## src/rtl/alu_wide_seq.sv

```systemverilog
`default_nettype none
// ============================================================================
//  Module      : alu_wide_seq
//  Description : Sequencer that runs 16-bit AND/XOR/SHL/SHR/ADD operations by
//                driving a shared 8-bit combinational ALU once per byte, with
//                an extra carry-fix step for ADD when the low byte carries.
//                Optional macro ALU_WIDE_SEQ_ROTATE_EN adds ROL (101) and
//                ROR (110) built from the ALU shift encodings.
//  Revision    : 1.0 - initial release
// ============================================================================
module alu_wide_seq #(
    parameter logic [2:0] IDLE_OP = 3'b000
) (
    input  logic        clk,
    input  logic        rst_n,
    input  logic        start,
    input  logic [2:0]  wop,
    input  logic [15:0] a,
    input  logic [15:0] b,
    output logic        busy,
    output logic        done,
    output logic [15:0] result,
    output logic        carry,
    output logic        zf,
    output logic [2:0]  alu_op,
    output logic [7:0]  alu_r1,
    output logic [7:0]  alu_r2,
    input  logic [7:0]  alu_out,
    input  logic [1:0]  alu_ovf
);

    // Wide opcodes; the first five also equal the ALU's own encodings.
    localparam logic [2:0] C_OP_AND = 3'b000;
    localparam logic [2:0] C_OP_XOR = 3'b001;
    localparam logic [2:0] C_OP_SHL = 3'b010;
    localparam logic [2:0] C_OP_SHR = 3'b011;
    localparam logic [2:0] C_OP_ADD = 3'b100;
`ifdef ALU_WIDE_SEQ_ROTATE_EN
    localparam logic [2:0] C_OP_ROL = 3'b101;
    localparam logic [2:0] C_OP_ROR = 3'b110;
`endif

    typedef enum logic [2:0] {
        ST_IDLE = 3'd0,
        ST_LO   = 3'd1,
        ST_HI   = 3'd2,
        ST_FIX  = 3'd3,
        ST_FIN  = 3'd4
    } state_t;

    state_t      state_q,  state_d;
    logic [2:0]  wop_q,    wop_d;
    logic [15:0] a_q,      a_d;
    logic [15:0] b_q,      b_d;
    logic [7:0]  lo_q,     lo_d;      // result byte 0 from the LO step
    logic [7:0]  hi_q,     hi_d;      // uncorrected byte 1, input to the FIX step
    logic        lc_q,     lc_d;      // low-byte carry of ADD
    logic        hc_q,     hc_d;      // high-byte carry of ADD
    logic [15:0] result_q, result_d;
    logic        carry_q,  carry_d;
    logic        zf_q,     zf_d;

    logic        w_is_add;
    logic        w_supported;
    logic        w_update;
    logic [15:0] w_fin_word;
    logic        w_fin_carry;

    // Only bit 0 of the ALU overflow carries information (max sum 9'h1FE).
    logic        w_unused_ovf;
    assign w_unused_ovf = alu_ovf[1];

    assign w_is_add = (wop_q == C_OP_ADD);

    // Opcodes this build knows how to sequence; anything else yields zero.
    always_comb begin
        w_supported = (wop_q <= C_OP_ADD);
`ifdef ALU_WIDE_SEQ_ROTATE_EN
        if ((wop_q == C_OP_ROL) || (wop_q == C_OP_ROR)) begin
            w_supported = 1'b1;
        end
`endif
    end

    // ALU drive: purely a function of the current step and latched operands.
    always_comb begin
        alu_op = IDLE_OP;
        alu_r1 = 8'h00;
        alu_r2 = 8'h00;
        case (state_q)
            ST_LO: begin
                case (wop_q)
                    C_OP_AND, C_OP_XOR, C_OP_ADD: begin
                        alu_op = wop_q;
                        alu_r1 = a_q[7:0];
                        alu_r2 = b_q[7:0];
                    end
                    C_OP_SHL: begin
                        // Zero shifts into bit 0.
                        alu_op = C_OP_SHL;
                        alu_r1 = 8'h00;
                        alu_r2 = a_q[7:0];
                    end
                    C_OP_SHR: begin
                        // A[8] shifts into bit 7 of the low byte.
                        alu_op = C_OP_SHR;
                        alu_r1 = a_q[15:8];
                        alu_r2 = a_q[7:0];
                    end
`ifdef ALU_WIDE_SEQ_ROTATE_EN
                    C_OP_ROL: begin
                        // A[15] wraps around into bit 0.
                        alu_op = C_OP_SHL;
                        alu_r1 = a_q[15:8];
                        alu_r2 = a_q[7:0];
                    end
                    C_OP_ROR: begin
                        alu_op = C_OP_SHR;
                        alu_r1 = a_q[15:8];
                        alu_r2 = a_q[7:0];
                    end
`endif
                    default: begin
                        alu_op = wop_q;
                    end
                endcase
            end
            ST_HI: begin
                case (wop_q)
                    C_OP_AND, C_OP_XOR, C_OP_ADD: begin
                        alu_op = wop_q;
                        alu_r1 = a_q[15:8];
                        alu_r2 = b_q[15:8];
                    end
                    C_OP_SHL: begin
                        // A[7] shifts into bit 8.
                        alu_op = C_OP_SHL;
                        alu_r1 = a_q[7:0];
                        alu_r2 = a_q[15:8];
                    end
                    C_OP_SHR: begin
                        // Zero shifts into bit 15.
                        alu_op = C_OP_SHR;
                        alu_r1 = 8'h00;
                        alu_r2 = a_q[15:8];
                    end
`ifdef ALU_WIDE_SEQ_ROTATE_EN
                    C_OP_ROL: begin
                        alu_op = C_OP_SHL;
                        alu_r1 = a_q[7:0];
                        alu_r2 = a_q[15:8];
                    end
                    C_OP_ROR: begin
                        // A[0] wraps around into bit 15.
                        alu_op = C_OP_SHR;
                        alu_r1 = a_q[7:0];
                        alu_r2 = a_q[15:8];
                    end
`endif
                    default: begin
                        alu_op = wop_q;
                    end
                endcase
            end
            ST_FIX: begin
                // Propagate the low-byte carry into byte 1.
                alu_op = C_OP_ADD;
                alu_r1 = hi_q;
                alu_r2 = 8'h01;
            end
            default: begin
                alu_op = IDLE_OP;
            end
        endcase
    end

    // Next-state and datapath update for each sequencing step.
    always_comb begin
        state_d     = state_q;
        wop_d       = wop_q;
        a_d         = a_q;
        b_d         = b_q;
        lo_d        = lo_q;
        hi_d        = hi_q;
        lc_d        = lc_q;
        hc_d        = hc_q;
        result_d    = result_q;
        carry_d     = carry_q;
        zf_d        = zf_q;
        w_update    = 1'b0;
        w_fin_word  = {alu_out, lo_q};
        w_fin_carry = 1'b0;

        case (state_q)
            ST_IDLE: begin
                if (start) begin
                    wop_d   = wop;
                    a_d     = a;
                    b_d     = b;
                    lc_d    = 1'b0;
                    hc_d    = 1'b0;
                    state_d = ST_LO;
                end
            end
            ST_LO: begin
                lo_d    = alu_out;
                lc_d    = w_is_add & alu_ovf[0];
                state_d = ST_HI;
            end
            ST_HI: begin
                hi_d = alu_out;
                hc_d = w_is_add & alu_ovf[0];
                if (w_is_add && lc_q) begin
                    state_d = ST_FIX;
                end else begin
                    w_update    = 1'b1;
                    w_fin_carry = w_is_add & alu_ovf[0];
                    state_d     = ST_FIN;
                end
            end
            ST_FIX: begin
                // hc and fc are mutually exclusive, so OR gives the true carry.
                w_update    = 1'b1;
                w_fin_carry = hc_q | alu_ovf[0];
                state_d     = ST_FIN;
            end
            ST_FIN: begin
                state_d = ST_IDLE;
            end
            default: begin
                state_d = ST_IDLE;
            end
        endcase

        // Publish the final word so it is already valid in the DONE cycle.
        if (w_update) begin
            if (w_supported) begin
                result_d = w_fin_word;
                carry_d  = w_fin_carry;
                zf_d     = (w_fin_word == 16'h0000);
            end else begin
                result_d = 16'h0000;
                carry_d  = 1'b0;
                zf_d     = 1'b1;
            end
        end
    end

    // State and datapath registers; reset aborts any operation in flight.
    always_ff @(posedge clk or negedge rst_n) begin
        if (!rst_n) begin
            state_q  <= ST_IDLE;
            wop_q    <= 3'b000;
            a_q      <= 16'h0000;
            b_q      <= 16'h0000;
            lo_q     <= 8'h00;
            hi_q     <= 8'h00;
            lc_q     <= 1'b0;
            hc_q     <= 1'b0;
            result_q <= 16'h0000;
            carry_q  <= 1'b0;
            zf_q     <= 1'b0;
        end else begin
            state_q  <= state_d;
            wop_q    <= wop_d;
            a_q      <= a_d;
            b_q      <= b_d;
            lo_q     <= lo_d;
            hi_q     <= hi_d;
            lc_q     <= lc_d;
            hc_q     <= hc_d;
            result_q <= result_d;
            carry_q  <= carry_d;
            zf_q     <= zf_d;
        end
    end

    assign busy   = (state_q != ST_IDLE);
    assign done   = (state_q == ST_FIN);
    assign result = result_q;
    assign carry  = carry_q;
    assign zf     = zf_q;

endmodule
`default_nettype wire

```

## config.mk

```make
export PLATFORM = sky130hd
export DESIGN_NAME = alu_wide_seq
export DESIGN_NICKNAME = d
export VERILOG_FILES = /design/src/rtl/alu_wide_seq.sv
export SDC_FILE = /design/constraint.sdc
export NUM_CORES = 1
export LEC_CHECK = 0
export ABC_AREA = 1
export CAP_MARGIN = 20
export CORE_MARGIN = 2
export CORE_UTILIZATION = 45
export DETAILED_ROUTE_END_ITERATION = 10
export DONT_BUFFER_PORTS = 1
export GPL_ROUTABILITY_DRIVEN = 0
export PLACE_DENSITY = 0.63
export SETUP_SLACK_MARGIN = 0.2
export SLEW_MARGIN = 20
export SYNTH_ARGS = -nofsm -noshare
export SYNTH_HDL_FRONTEND = slang
export SYNTH_SLANG_ARGS = --single-unit
```

## constraint.sdc

```tcl
create_clock -name clk -period 4.1 [get_ports clk]
set_input_delay 0.82 -clock clk [delete_from_list [all_inputs] [get_ports clk]]
set_output_delay 0.82 -clock clk [all_outputs]
set_load 0.005 [all_outputs]
```

Word-level counts from Yosys, hierarchy flattened
Index checks and enable logic that the tools add are counted.
Widths: inputs -> output; s select.
{ "word_totals": {"wordCells": 57, "out_inout_bits": 39, "inputBits": 48, "reg_bits": 74} }
{ "classes": {"bitwise": 2, "n_lt_le_gt_ge": 1, "n_eq_ne": 9, "mux": 21, "n_reduce_logical": 13} }
{ "ops": {"columns": ["cell", "n"], "rows": [
  ["$pmux 8 s2", 4],
  ["$pmux 8 s3", 2],
  ["$logic_not 16->1", 1],
  ["$mux 16", 1],
  ["$eq 3x2->1 const B", 4],
  ["$pmux 3 s2", 2],
  ["$pmux 3 s4", 1],
  ["$pmux 1 s2", 4],
  ["$eq 3x1->1 const B", 2],
  ["$eq 3x3->1 const B", 2],
  ["$logic_not 3->1", 2],
  ["$mux 3", 2],
  ["$reduce_and 2->1", 3],
  ["$mux 1", 5],
  ["$reduce_bool 2->1", 2],
  ["$reduce_or 2->1", 2],
  ["$le 3x3->1 const B", 1],
  ["$reduce_bool 3->1", 1],
  ["$reduce_or 3->1", 1],
  ["$ne 2x2->1 const B", 1],
  ["$and 1x1->1", 1],
  ["$logic_and 1x1->1", 1],
  ["$or 1x1->1", 1]
]} }

Logic depth before layout (Yosys ltp)
Gate-level depths: netlist of run 1.
{ "logic_depth": {"depth_word": 5, "ltp_mapped": 10, "mapped_depth_nobuf": 9} }

Worst setup path before layout of run 1
OpenSTA, ideal clock, no wires.
{ "synth_path": {"kind": "register to output", "start": "reg wop_q[0]", "end": "out alu_r2[2]", "t_arrival_ns": 1.204, "slack_ns": 2.076, "n_path_buf": 2, "required_time_ns": 3.280, "path_stages_with_launch": 10, "path_cell_list": "dfrtp_1 buf_4 nand2_1 nand2_4 inv_1 buf_4 nand2_1 nand2_1 nand2_1 nand2_1"} }
{ "synth_via": {"elab_chain_len": 4, "elab_cells_between_ends": 10, "classes_between": "4 x eq/ne; 3 x mux; 3 x reduce/logical"} }
{ "synth_lines": {"columns": ["element", "line_no", "text"], "rows": [
  ["start, declared", "52", "logic [2:0] wop_q, wop_d;"],
  ["start signal, assigned", "265", "wop_q <= wop_d;"],
  ["$eq 3x3->1, or another cell as far along", "92, 129", null],
  ["$reduce_or 3->1 or $reduce_or 2->1 (tied branches)", null, null],
  ["$pmux 8 s2 (on tied branches)", "129, 92", null],
  ["$pmux 8 s3 *", "90", "case (state_q)"],
  ["end, declared", "27", "output logic [7:0] alu_r2,"]
]} }
Mark *: on every way between the ends. The rest lies on a longest branch, timed or not.

Worst setup path after layout of run 1
{ "layout_path": {"start": "reg wop_q[1]", "end": "out alu_r1[5]"} }
{ "layout_via": {"elab_chain_len": 4, "elab_cells_between_ends": 9, "classes_between": "4 x eq/ne; 3 x mux; 2 x reduce/logical"} }
{ "layout_lines": {"columns": ["element", "line_no", "text"], "rows": [
  ["$eq 3x3->1, or another cell as far along", "92, 129", null],
  ["$reduce_or 3->1", "92, 129", null],
  ["$pmux 8 s2 (on tied branches)", "129, 92", null],
  ["$pmux 8 s3 *", "90", null],
  ["end, declared", "26", "output logic [7:0] alu_r1,"]
]} }
Marks and branches as above.

==> flow_metrics.tcl, run 1 <==
set metrics [dict create \
    status "finished, final reports clean" \
    synthesis.area_um2 3650 \
    firstDrtPassIters 4 \
    route.met3.wl_um 739 \
    final_cell_mix "nand2_1 (188), dfrtp_1 (74), o21ai_0 (59)" \
    dpl_worst_slack_ns 1.52 \
    ios 87 \
    finalSetupViolCount 0 \
    synthToLayoutAreaGrowth_pct 4.80 \
    wl_per_cell_um 14.6 \
    slew_headroom_pct 49.4 \
    finalWorstPathRequiredPeriod_ns 2.99 \
    cts_setup_buffers 0 \
    rrSetupSlack_ns 2.29 \
    synth_ff_type "dfrtp_1" \
    htree_num_levels 3 \
    cts_buffer_depth 2 \
    synth-warning-count 0 \
    drt_iter0_drc 231 \
    regToRegEndpoint "result[13]" \
    hold_viol 0 \
    wl_met1_um 4030 \
    n_antenna_cell 0 \
    synth_edf_count 0 \
    async_flop_share_pct 100 \
    overflow 0 \
    cp.arrival_ns 2.17 \
    rr_startpoint "state_q[0]" \
    wirelength_um 8500 \
    cts_num_sinks 74 \
    die_x_um 94.1 \
    ys_ff_latch 74 \
    fin_crit_sh_pct 72.9 \
    antenna_left 0 \
    cts_buffers 9 \
    utilization_pct 49.0 \
    worstPathRequired_ns 3.28 \
    grt_max_degree 75 \
    numPortBuffers 0 \
    worst_setup_path_start_kind "register" \
    ir_worst_vdd_v 0.000234 \
    insertion_delay_ns 0.33 \
    syn_area_per_cell_um2 7.50 \
    hpwl_um 5970 \
    skew_ns 0.00581 \
    fin_setup_tns_ns 0 \
    ys_seq_area_share_pct 50.7 \
    ctsResizeCount 0 \
    finalNetCount 526 \
    p_leak_uw 0.00203 \
    rows 32 \
    coreArea_um2 7810 \
    tightest_slew_ns 0.759 \
    drc_errors 0 \
    grt_pass1_vias 2867 \
    grt_first_pass_wirelength_um 14300 \
    ctsHoldBuffers 0 \
    rsz0062_at_grt "no" \
    syn-instance-count 487 \
    syn-num-nets 535 \
    crit_path_start "wop_q[1]" \
    cp_max_fo 23 \
    timing.final.ws_setup_ns 1.11 \
    worstSetupEndpointType "output port" \
    final_layout_size_suffix_gt1_share_pct 6.24 \
    reg2regPathDepth 8 \
    final_common_cell "nand2_1" \
    dieArea_um2 8850 \
    setup.worst_path.end "alu_r1[5]" \
    max_cap_violations 0 \
    p_per_area_nw_per_um2 761 \
    grt_use_total_pct 21.0 \
    synth.distinct_cells 23 \
    vias_per_cell 5.17 \
    start_util_pct 46.8 \
    wl_met2_um 3650 \
    vias 3012 \
    slew_viol_final 0 \
    antenna_found_initial 0 \
    top_layer "met4" \
    clock.fmax_mhz 335 \
    hp-class "input pin to asynchronous set/reset pin" \
    root_buffer "clkbuf_8" \
    tritoncts "done" \
    die_h_um 94.1 \
    clk_transition_reported_paths_ns 0.08 \
    critPathKind "register to output port" \
]
[critical path, stage by stage, from the launching register on]
cell	delay (ns)
dfrtp_1	0.55
inv_1	0.22
nand2_4	0.11
inv_1	0.53
nand2_1	0.12
o21ai_0	0.11
nand2_1	0.07
nand3_1	0.12
[kinds of logic after synthesis]
| logic type | count (synthesis) | synth area share, % |
|---|---|---|
| flops | 74 | 50.7 |
| simple gates | 266 | 30.1 |
| buf+inv | 74 | 9.01 |
| compound gates | 73 | 10.1 |
[synth_stat cells (3+ instances only)]
| master | count | area, um2 |
|---|---|---|
| o21ai_0 | 59 | 295 |
| dfrtp_1 | 74 | 1850 |
| nand4_1 | 8 | 50.1 |
| clkbuf_1 | 8 | 30.0 |
| nand3_1 | 33 | 165 |
| buf_6 | 3 | 33.8 |
| a21oi_1 | 12 | 60.1 |
| buf_2 | 6 | 30.0 |
| buf_4 | 5 | 37.5 |
| nor2_1 | 27 | 101 |
| nand2_2 | 3 | 18.8 |
| nand2_1 | 188 | 706 |
| inv_2 | 3 | 11.3 |
| inv_1 | 47 | 176 |
[state kept, by name (all words and copies together), names as in the netlist]
register  flops
a_q          16
b_q          16
result       16
hi_q          8
lo_q          8
state_q       3
wop_q         3
carry         1
hc_q          1
lc_q          1
zf            1
[per-layer routing]
layer	up-vias	global-route usage (%)
met2	101	29.2
met4	0	6.88
li1	1505	-
met3	4	6.58
met5	-	0
met1	1402	31.0
[power breakdown]
group          internal, uW  leakage, uW  total [uW]  switching (uW)
Clock                   228    0.0000810         481             253
Combinational           328      0.00103        1100             767
Sequential             1060     0.000918        1340             277
Total                  1610      0.00203        2910            1300
[cell type report]
| class | count | area (um2) |
|---|---|---|
| timing repair buffer | 2 | 15.0 |
| clock inverter | 3 | 17.5 |
| multi-input combinational | 339 | 1480 |
| inverter | 52 | 198 |
| fill | 817 | 3980 |
| tap | 102 | 128 |
| clock buffer | 11 | 141 |
| sequential | 74 | 1850 |
[through the flow]
step	total power [uW]	instances	hold slack [ns]	cell area [um2]
floorplan	2210	487	0.453	3650
global placement	2420	569	0.467	3670
detailed placement	2450	569	0.473	3670
CTS	2940	583	0.154	3830
global route	3210	583	0.145	3830
finish	2910	583	0.168	3830
[how the worst min path moves through the flow]
stage,startpoint,end,slack [ns],cells after the start
after floorplan,b_q[0],b_q[0],0.45,2
after global placement,b_q[13],b_q[13],0.47,2
after detailed placement,b_q[13],b_q[13],0.47,2
after CTS,rst_n,b_q[0],0.15,0
after global routing,rst_n,b_q[0],0.14,0
final,rst_n,b_q[0],0.17,0
Note: power is estimated with default switching activity, not from simulation.
==> run 2: changes to the inputs <==
Settings changed: PLACE_DENSITY 0.63 to 0.65.
Clock period 4.1 ns to 2.6 ns, I/O delays scaled along.
==> run 2 against run 1 <==
  * Final cell count grew 0.86%
  * Register-to-register slack got worse by 1.6 ns
  * Total power grew 73%
  * Clock power up 120%
  * Combinational power is 68% higher
  * Global-route usage is 0.58 points higher
  * Utilization increased by 1.9 points
  * Largest power group unchanged
  * Highest routed layer unchanged
  * Clock-buffer cell count unchanged
  * First-iteration DRC count fell by 21%
  * Flip-flop and latch count unchanged
==> flow_metrics.tcl, run 2 (synthesis results as in run 1) <==
set metrics [dict create \
    cts_buffer_depth 2 \
    netSwitchingPower_uw 2150 \
    hold_viol 0 \
    final_cell_area_um2 3980 \
    slew_headroom_pct 50.9 \
    clk_transition_reported_paths_ns 0.08 \
    nFillCells 772 \
    grt_pass1_vias 2984 \
    numPortBuffers 0 \
    timing.final.ws_setup_ns 0.320 \
    cts_num_sinks 74 \
    wirelength_um 8900 \
    p_leak_uw 0.00209 \
    place_area_um2 3690 \
    die_x_um 94.1 \
    seqPwrFrac_pct 42.0 \
    grt_use_total_pct 21.6 \
    vias 3074 \
    synthToLayoutAreaGrowth_pct 8.94 \
    rsz0062_at_grt "yes" \
    final_layout_size_suffix_gt1_share_pct 7.82 \
    firstDrtPassIters 5 \
    worst_setup_path_start_kind "register" \
    finalWorstPathRequiredPeriod_ns 2.28 \
    tightest_slew_ns 0.736 \
    overflow 0 \
    wl_per_cell_um 15.1 \
    vias_per_cell 5.23 \
    comb_power_share_pct 36.8 \
    grt_first_pass_wirelength_um 14600 \
    grt_max_degree 75 \
    worstPathRequired_ns 2.08 \
    ir_worst_vdd_v 0.000390 \
    status "finished, final reports clean" \
    clock.fmax_mhz 439 \
    fin_crit_sh_pct 87.7 \
    antenna_found_initial 0 \
    coreArea_um2 7810 \
    p_int_uw 2870 \
    start_util_pct 46.8 \
    root_buffer "clkbuf_8" \
    hp-class "input pin to asynchronous set/reset pin" \
    cts_setup_buffers 0 \
    max_cap_violations 0 \
    drt_iter0_drc 182 \
    dpl_worst_slack_ns 0.483 \
    antenna_left 0 \
    tritoncts "done" \
    skew_ns 0.00825 \
    die_h_um 94.1 \
    htree_num_levels 3 \
    finalNetCount 529 \
    critPathKind "register to output port" \
    cp.arrival_ns 1.76 \
    switching_share_pct 42.8 \
    insertion_delay_ns 0.35 \
    finalSetupViolCount 0 \
    final_common_cell "nand2_1" \
    fin_setup_tns_ns 0 \
    cts_buffers 9 \
    hpwl_um 6120 \
    p_per_area_nw_per_um2 1260 \
    dieArea_um2 8850 \
    rows 32 \
    drc_errors 0 \
    final_cell_mix "nand2_1 (188), dfrtp_1 (72), o21ai_0 (59)" \
    clkPwrFrac_pct 21.2 \
    cp_max_fo 23 \
    worstSetupEndpointType "output port" \
    n_antenna_cell 0 \
    slew_viol_final 0 \
    ios 87 \
    rrSetupSlack_ns 0.74 \
]
## run 2: repair_timing
action | CTS | global route
hold buffers | 1 | 0
pin swaps | 0 | 0
hold endpoints to repair | 74 | 0
gates cloned | 0 | 1
setup endpoints to repair | 15 | 16
gates resized for setup | 3 | 4
## run 2: stage by stage
stage	util (%)	std cells	total power, uW	hold WS (ns)
3_5_place_dp	47.2	570	3910	0.227
5_1_grt	51.0	588	5470	0.0470
2_1_floorplan	-	487	3490	0.224
3_3_place_gp	47.2	570	3840	0.226
6_report	51.0	588	5030	0.0509
4_1_cts	50.7	587	5020	0.0555
## run 2: final cells by class
| cell class | count | area, um2 | area share, % |
|---|---|---|---|
| Multi-Input combinational cell | 340 | 1500 | 37.6 |
| Timing Repair Buffer | 4 | 66.3 | 1.67 |
| Clock buffer | 11 | 131 | 3.30 |
| Sequential cell | 74 | 1850 | 46.6 |
| Clock inverter | 5 | 103 | 2.58 |
| Tap cell | 102 | 128 | 3.21 |
| Inverter | 52 | 201 | 5.06 |
## run 2: power by group through the flow
stage / Combinational (uW) / Sequential (uW) / Clock [uW]
floorplan: 1540 / 1950 / 0
global placement: 1740 / 2110 / 0
detailed placement: 1780 / 2120 / 0
CTS: 1830 / 2110 / 1080
global route: 2160 / 2180 / 1130
finish: 1850 / 2110 / 1070
## run 2: worst paths after layout
kind / from / end / cells past startpoint
max: wop_q[0] / alu_r1[7] / 8
min: rst_n / b_q[10] / 1
max reg2reg: state_q[0] / hc_q / 5
min reg2reg: b_q[10] / b_q[10] / 2
max in group asynchronous: rst_n / wop_q[0] / 1
min in group clk: b[10] / b_q[10] / 2
## run 2: per-layer routing
metal	vias to the layer above	GRT usage [%]	share of wire [%]
li1	1519	-	-
met1	1419	29.5	45
met2	112	30.7	43
met3	24	7.46	10
met4	0	10.3	2.4
met5	-	0	0
## run 2: critical path, stage by stage (launching register included)
cell	delay (ns)
dfrtp_2	0.51
nand2_1	0.14
nand2_4	0.09
inv_1	0.08
buf_6	0.20
nand2_1	0.07
o21ai_0	0.11
nand2_1	0.08
nand3_1	0.12
==> run 3: changes to the inputs <==
Settings changed: CORE_UTILIZATION 45 to 54, PLACE_DENSITY 0.65 to 0.75.
==> run 3 against run 2 <==
  * Clock-buffer cell count down 1
  * Via count barely moved
  * Total power grew 3.1%
  * First-iteration DRC count grew 21%
  * Hold slack worse by 0.016 ns
  * Global-route usage rose by 3.3 points
  * Worst setup slack better by 0.051 ns
  * Non-clock buffer count increased by 2
  * Combinational power barely moved
  * Sequential power is essentially flat
  * Highest routed layer unchanged
  * Register-to-register slack gained 0.07 ns
==> flow_metrics.tcl, run 3 (synthesis results as in run 1) <==
set metrics [dict create \
    status "finished, final reports clean" \
    comb_power_share_pct 36.3 \
    finalSetupViolCount 0 \
    cts_num_sinks 74 \
    numPortBuffers 0 \
    ios 87 \
    hp-class "input pin to asynchronous set/reset pin" \
    antenna_left 0 \
    vias_per_cell 5.45 \
    power_uw 5180 \
    p_leak_uw 0.00211 \
    drt_iter0_drc 220 \
    worstPathRequired_ns 2.08 \
    clock.fmax_mhz 449 \
    p_int_uw 3010 \
    die_h_um 86.2 \
    grt_pass1_vias 2952 \
    worst_setup_path_start_kind "register" \
    wirelength_um 8740 \
    rsz0062_at_grt "no" \
    grt_max_degree 75 \
    dieArea_um2 7440 \
    dpl_worst_slack_ns 0.587 \
    tritoncts "done" \
    netSwitchingPower_uw 2180 \
    cts_buffers 9 \
    rows 29 \
    gr-usage-met1_pct 35.2 \
    worstSetupEndpointType "output port" \
    die_x_um 86.2 \
    insertion_delay_ns 0.36 \
    hpwl_um 5940 \
    final_layout_size_suffix_gt1_share_pct 8.21 \
    htree_num_levels 3 \
    hold_viol 0 \
    max_cap_violations 0 \
    grt-busiest-layer "met2" \
    ir_worst_vdd_v 0.000563 \
    start_util_pct 56.5 \
    final_cell_area_um2 3990 \
    fin_crit_sh_pct 85.7 \
    antenna_found_initial 0 \
    tightest_slew_ns 0.722 \
    seqPwrFrac_pct 40.2 \
    slew_viol_final 0 \
    root_buffer "clkbuf_8" \
    fin_setup_tns_ns 0 \
    firstDrtPassIters 5 \
    p_per_area_nw_per_um2 1300 \
    use_met3_pct 6.29 \
    slew_headroom_pct 51.9 \
    synthToLayoutAreaGrowth_pct 9.35 \
    critPathKind "register to output port" \
    finalNetCount 530 \
    wl_per_cell_um 15.5 \
    skew_ns 0.00635 \
    cp_max_fo 23 \
    coreArea_um2 6460 \
    vias 3076 \
    grt_use_total_pct 24.8 \
    final_cell_mix "nand2_1 (188), dfrtp_1 (72), o21ai_0 (59)" \
    timing.final.ws_setup_ns 0.371 \
    place_area_um2 3640 \
    switching_share_pct 42.0 \
    final_common_cell "nand2_1" \
    finalWorstPathRequiredPeriod_ns 2.23 \
    clkPwrFrac_pct 23.5 \
    cts_buffer_depth 2 \
    use_met2_pct 37.1 \
    overflow 0 \
    grt_first_pass_wirelength_um 14300 \
    cp.arrival_ns 1.71 \
    clk_transition_reported_paths_ns 0.08 \
    drc_errors 0 \
    n_antenna_cell 0 \
]
==> run 3: cell types whose count changed in the layout (fill, tap and decap cells not counted) <==
cell / delta
buf_12: -1
clkinv_4: +2
clkinvlp_4: -1
inv_1: +1
clkbuf_1: -2
clkbuf_8: +1
buf_4: +3
clkinv_2: -1
inv_2: -1
bufinv_16: +1
nand2_2: -1
nand2_8: +1
nand2_4: -1
==> run 3: layout make-up <==
| type | instances | area [um2] |
|---|---|---|
| Sequential cell | 74 | 1850 |
| Timing Repair Buffer | 6 | 68.8 |
| Clock buffer | 10 | 138 |
| Inverter | 52 | 201 |
| Multi-Input combinational cell | 339 | 1500 |
| Clock inverter | 6 | 138 |
| Fill cell | 608 | 2460 |
| Tap cell | 77 | 96.3 |
==> run 3: power by group through the flow <==
stage / clock network [uW] / logic, uW / registers [uW]
3_3_place_gp: 0 / 1680 / 2100
4_1_cts: 1220 / 1800 / 2100
3_5_place_dp: 0 / 1740 / 2110
2_1_floorplan: 0 / 1540 / 1950
5_1_grt: 1270 / 2180 / 2150
6_report: 1220 / 1880 / 2080
==> run 3: layer usage <==
metal / vias to the layer above / wire length, um
met2: 107 / 4050
met4: 0 / 145
li1: 1517 / -
met5: - / 0
met3: 14 / 653
met1: 1438 / 3880
==> run 3: final timing paths <==
check,start,end,slack [ns],cells after the start
worst min register to register,hi_q[7],hi_q[7],0.49,2
min in group clk,alu_out[2],result[10],0.30,2
worst max register to register,state_q[0],result[1],0.81,8
worst max-delay path,wop_q[0],alu_r1[7],0.37,8
worst min-delay path,rst_n,b_q[5],0.03,1
max in group asynchronous,rst_n,a_q[12],2.25,1
==> run 3: what timing repair did <==
action	in CTS	in global routing
setup endpoints to repair	12	16
hold buffers	1	0
setup buffers	0	2
resized for setup	2	5
endpoints found under the hold margin	74	0
pin swaps	0	0
==> run 3: per-stage QoR <==
step,instances,hold WS [ns],util [%]
floorplan,487,0.224,-
global placement,545,0.227,56.4
detailed placement,545,0.227,56.4
CTS,562,0.0596,61.2
global route,564,0.0656,61.8
finish,564,0.0348,61.8
==> run 3: critical path, cell delays in order, from the launching register on <==
cell and delay (ns):
dfrtp_2 0.51, nand2_1 0.14, nand2_4 0.09, inv_1 0.08, buf_6 0.19, nand2_1 0.06
o21ai_0 0.07, nand2_1 0.07, nand3_1 0.13
==> RTL edit, RTL diff (config.mk and constraints of run 3) <==
Put a register stage on the outputs `busy` and `done`, with the module's reset. The values now appear one clock later. The other outputs are not delayed to match.
--- a/src/rtl/alu_wide_seq.sv
+++ b/src/rtl/alu_wide_seq.sv
@@ -275,8 +275,15 @@
         end
     end
 
-    assign busy   = (state_q != ST_IDLE);
-    assign done   = (state_q == ST_FIN);
+    always_ff @(posedge clk or negedge rst_n) begin
+        if (!rst_n) begin
+            busy <= '0;
+            done <= '0;
+        end else begin
+            busy <= (state_q != ST_IDLE);
+            done <= (state_q == ST_FIN);
+        end
+    end
     assign result = result_q;
     assign carry  = carry_q;
     assign zf     = zf_q;
Formal check against the unedited RTL: not equivalent (Yosys sat finds a counterexample within 4 cycles, from zero or initial values and one cycle with rst_n low).
==> RTL edit against run 3 <==
Wire length shrank 5.7%. Core utilization shrank 0.74 points. Area after synthesis about the same. Clock skew increased by 0.0069 ns. Synthesized cell count fell by 1.0%. Sequential cell count rose by 2. Cell area decreased by 1.2%. Worst setup slack worse by 0.013 ns. Power shrank 3.5%.
==> RTL edit: results (changes against run 3) <==
{| class="wikitable"
! Metric !! Value
|-
| Total leakage power || 2.10 nW (-0.69%)
|-
| Pin count of the biggest net entering global routing || 77 (+2.7%)
|-
| Power dissipated by switching net loads || 2.17 mW (-0.22%)
|-
| Minimum setup slack after placement || 0.632 ns (+0.0456 ns)
|-
| Total wirelength of the detailed-routed design || 8.24 mm (-5.7%)
|-
| Cell count of the worst reg-to-reg path || 5 (-3)
|-
| HPWL after detailed placement || 5.66 mm (-4.6%)
|-
| Final-stage net count || 525 (-0.94%)
|-
| Minimum hold slack || 0.0466 ns (+0.0118 ns)
|-
| CP max FO || 16 (-30%)
|-
| Most common library cells after synthesis || sky130_fd_sc_hd__nand2_1 (171), sky130_fd_sc_hd__dfrtp_1 (76), sky130_fd_sc_hd__nor2_1 (45), sky130_fd_sc_hd__o21ai_0 (45), sky130_fd_sc_hd__inv_1 (44)
|-
| Worst Clk Skew || 0.0133 ns (+0.00693 ns)
|-
| Bufs on Longest Clock Path || 2 (unchanged)
|-
| Vias in the first global route || 2834 (-4.0%)
|-
| Result of the run || completed
|-
| CTS sink cnt || 76 (+2.7%)
|-
| Met3 layer usage reported by global route || 0.0724 (+0.00952)
|-
| Least-Margin Pin Slew || 0.727 ns (+0.00542 ns)
|-
| Met1 global-route usage || 0.329 (-0.0230)
|-
| Detail-routed net length per standard cell || 14.7 um (-4.9%)
|-
| DP Cell Count || 542 (-0.55%)
|-
| Proportion of layout cells with a drive suffix above 1 || 0.0830 (+0.000852)
|-
| Sequential-to-total area share from yosys stat || 0.521 (+0.0141)
|-
| Placement Cell Area || 3670 um2 (+0.58%)
|-
| Number of instances in the synthesized netlist || 482 (-1.0%)
|-
| Drt pass-1 iters || 4 (-1)
|-
| Cell types with the largest area share after synthesis || sky130_fd_sc_hd__dfrtp_1 (52%), sky130_fd_sc_hd__nand2_1 (18%), sky130_fd_sc_hd__o21ai_0 (6.2%), sky130_fd_sc_hd__nor2_1 (4.6%), sky130_fd_sc_hd__inv_1 (4.5%)
|-
| First-pass GRT wire length || 13.7 mm (-4.4%)
|-
| Met2 track demand over resource in global routing || 0.364 (-0.00705)
|-
| Distinct cells, synth || 25 (+8.7%)
|-
| Total global-route track usage || 0.238 (-0.0106)
|-
| Worst-case vdd ir drop || 1050 uV (+86%)
|-
| Capture instance of the worst register-to-register path || a_q[15]
|}
[RTL edit: changes by cell type after synthesis, moves of 3 or more]
cell                      delta
sky130_fd_sc_hd__buf_4       -3
sky130_fd_sc_hd__o22ai_1     +6
sky130_fd_sc_hd__o21ai_0    -14
sky130_fd_sc_hd__nand4_1     -6
sky130_fd_sc_hd__a21oi_1     +6
sky130_fd_sc_hd__inv_1       -3
sky130_fd_sc_hd__nand2_1    -17
sky130_fd_sc_hd__nor2_1     +18
[RTL edit: per-layer routing]
metal	vias up	share of wire	wire (um)
li1	1505	-	-
met1	1431	0.45	3710
met2	82	0.47	3880
met3	8	0.065	533
met4	0	0.014	112
met5	-	0	0
[RTL edit: logic make-up (layout without fill, tap and decap cells)]
logic type	count (synthesis)	count (layout)	share of synthesized area
buf+inv	72	72	0.0840
simple gates	261	261	0.291
compound gates	73	73	0.104
flops	76	76	0.521
[RTL edit: final cells by class]
type | count | area, um2
clock inverter | 7 | 100
clock buffer | 9 | 124
tap | 77 | 96.3
timing repair buffer | 4 | 50.0
sequential | 76 | 1900
multi-input combinational | 334 | 1470
inverter | 52 | 209
fill | 615 | 2510
[RTL edit: critical path, stage by stage (launching register included)]
cell and delay (ns):
sky130_fd_sc_hd__dfrtp_1 0.46, sky130_fd_sc_hd__inv_2 0.14, sky130_fd_sc_hd__nand3_2 0.26, sky130_fd_sc_hd__nand2_8 0.21
sky130_fd_sc_hd__nand2_1 0.06, sky130_fd_sc_hd__nand2_1 0.05, sky130_fd_sc_hd__nand2_1 0.05, sky130_fd_sc_hd__nand3_1 0.13
[RTL edit: timing repair]
item / CTS / global route
resized for setup: 0 / 8
endpoints found under the hold margin: 76 / 0
setup endpoints to repair: 0 / 16
hold buffers: 1 / 0
[RTL edit: power groups by stage]
stage | Sequential (mW) | Combinational, mW | Clock (mW)
2_1_floorplan | 1.99 | 1.54 | 0
3_3_place_gp | 2.09 | 1.73 | 0
4_1_cts | 2.09 | 1.85 | 1.03
6_report | 2.10 | 1.89 | 1.02
5_1_grt | 2.17 | 2.21 | 1.08
3_5_place_dp | 2.11 | 1.80 | 0
[RTL edit: worst max path at each step]
stage	start	to	slack, ns	cells after the start
final	wop_q[2]	alu_r2[0]	0.36	7
after detailed placement	state_q[2]	alu_r1[2]	0.63	5
after global placement	state_q[2]	alu_r1[1]	0.68	5
after floorplan	wop_q[1]	alu_r2[3]	0.92	9
after CTS	state_q[2]	alu_r1[2]	0.21	5
after global routing	wop_q[2]	alu_r2[3]	0.21	7
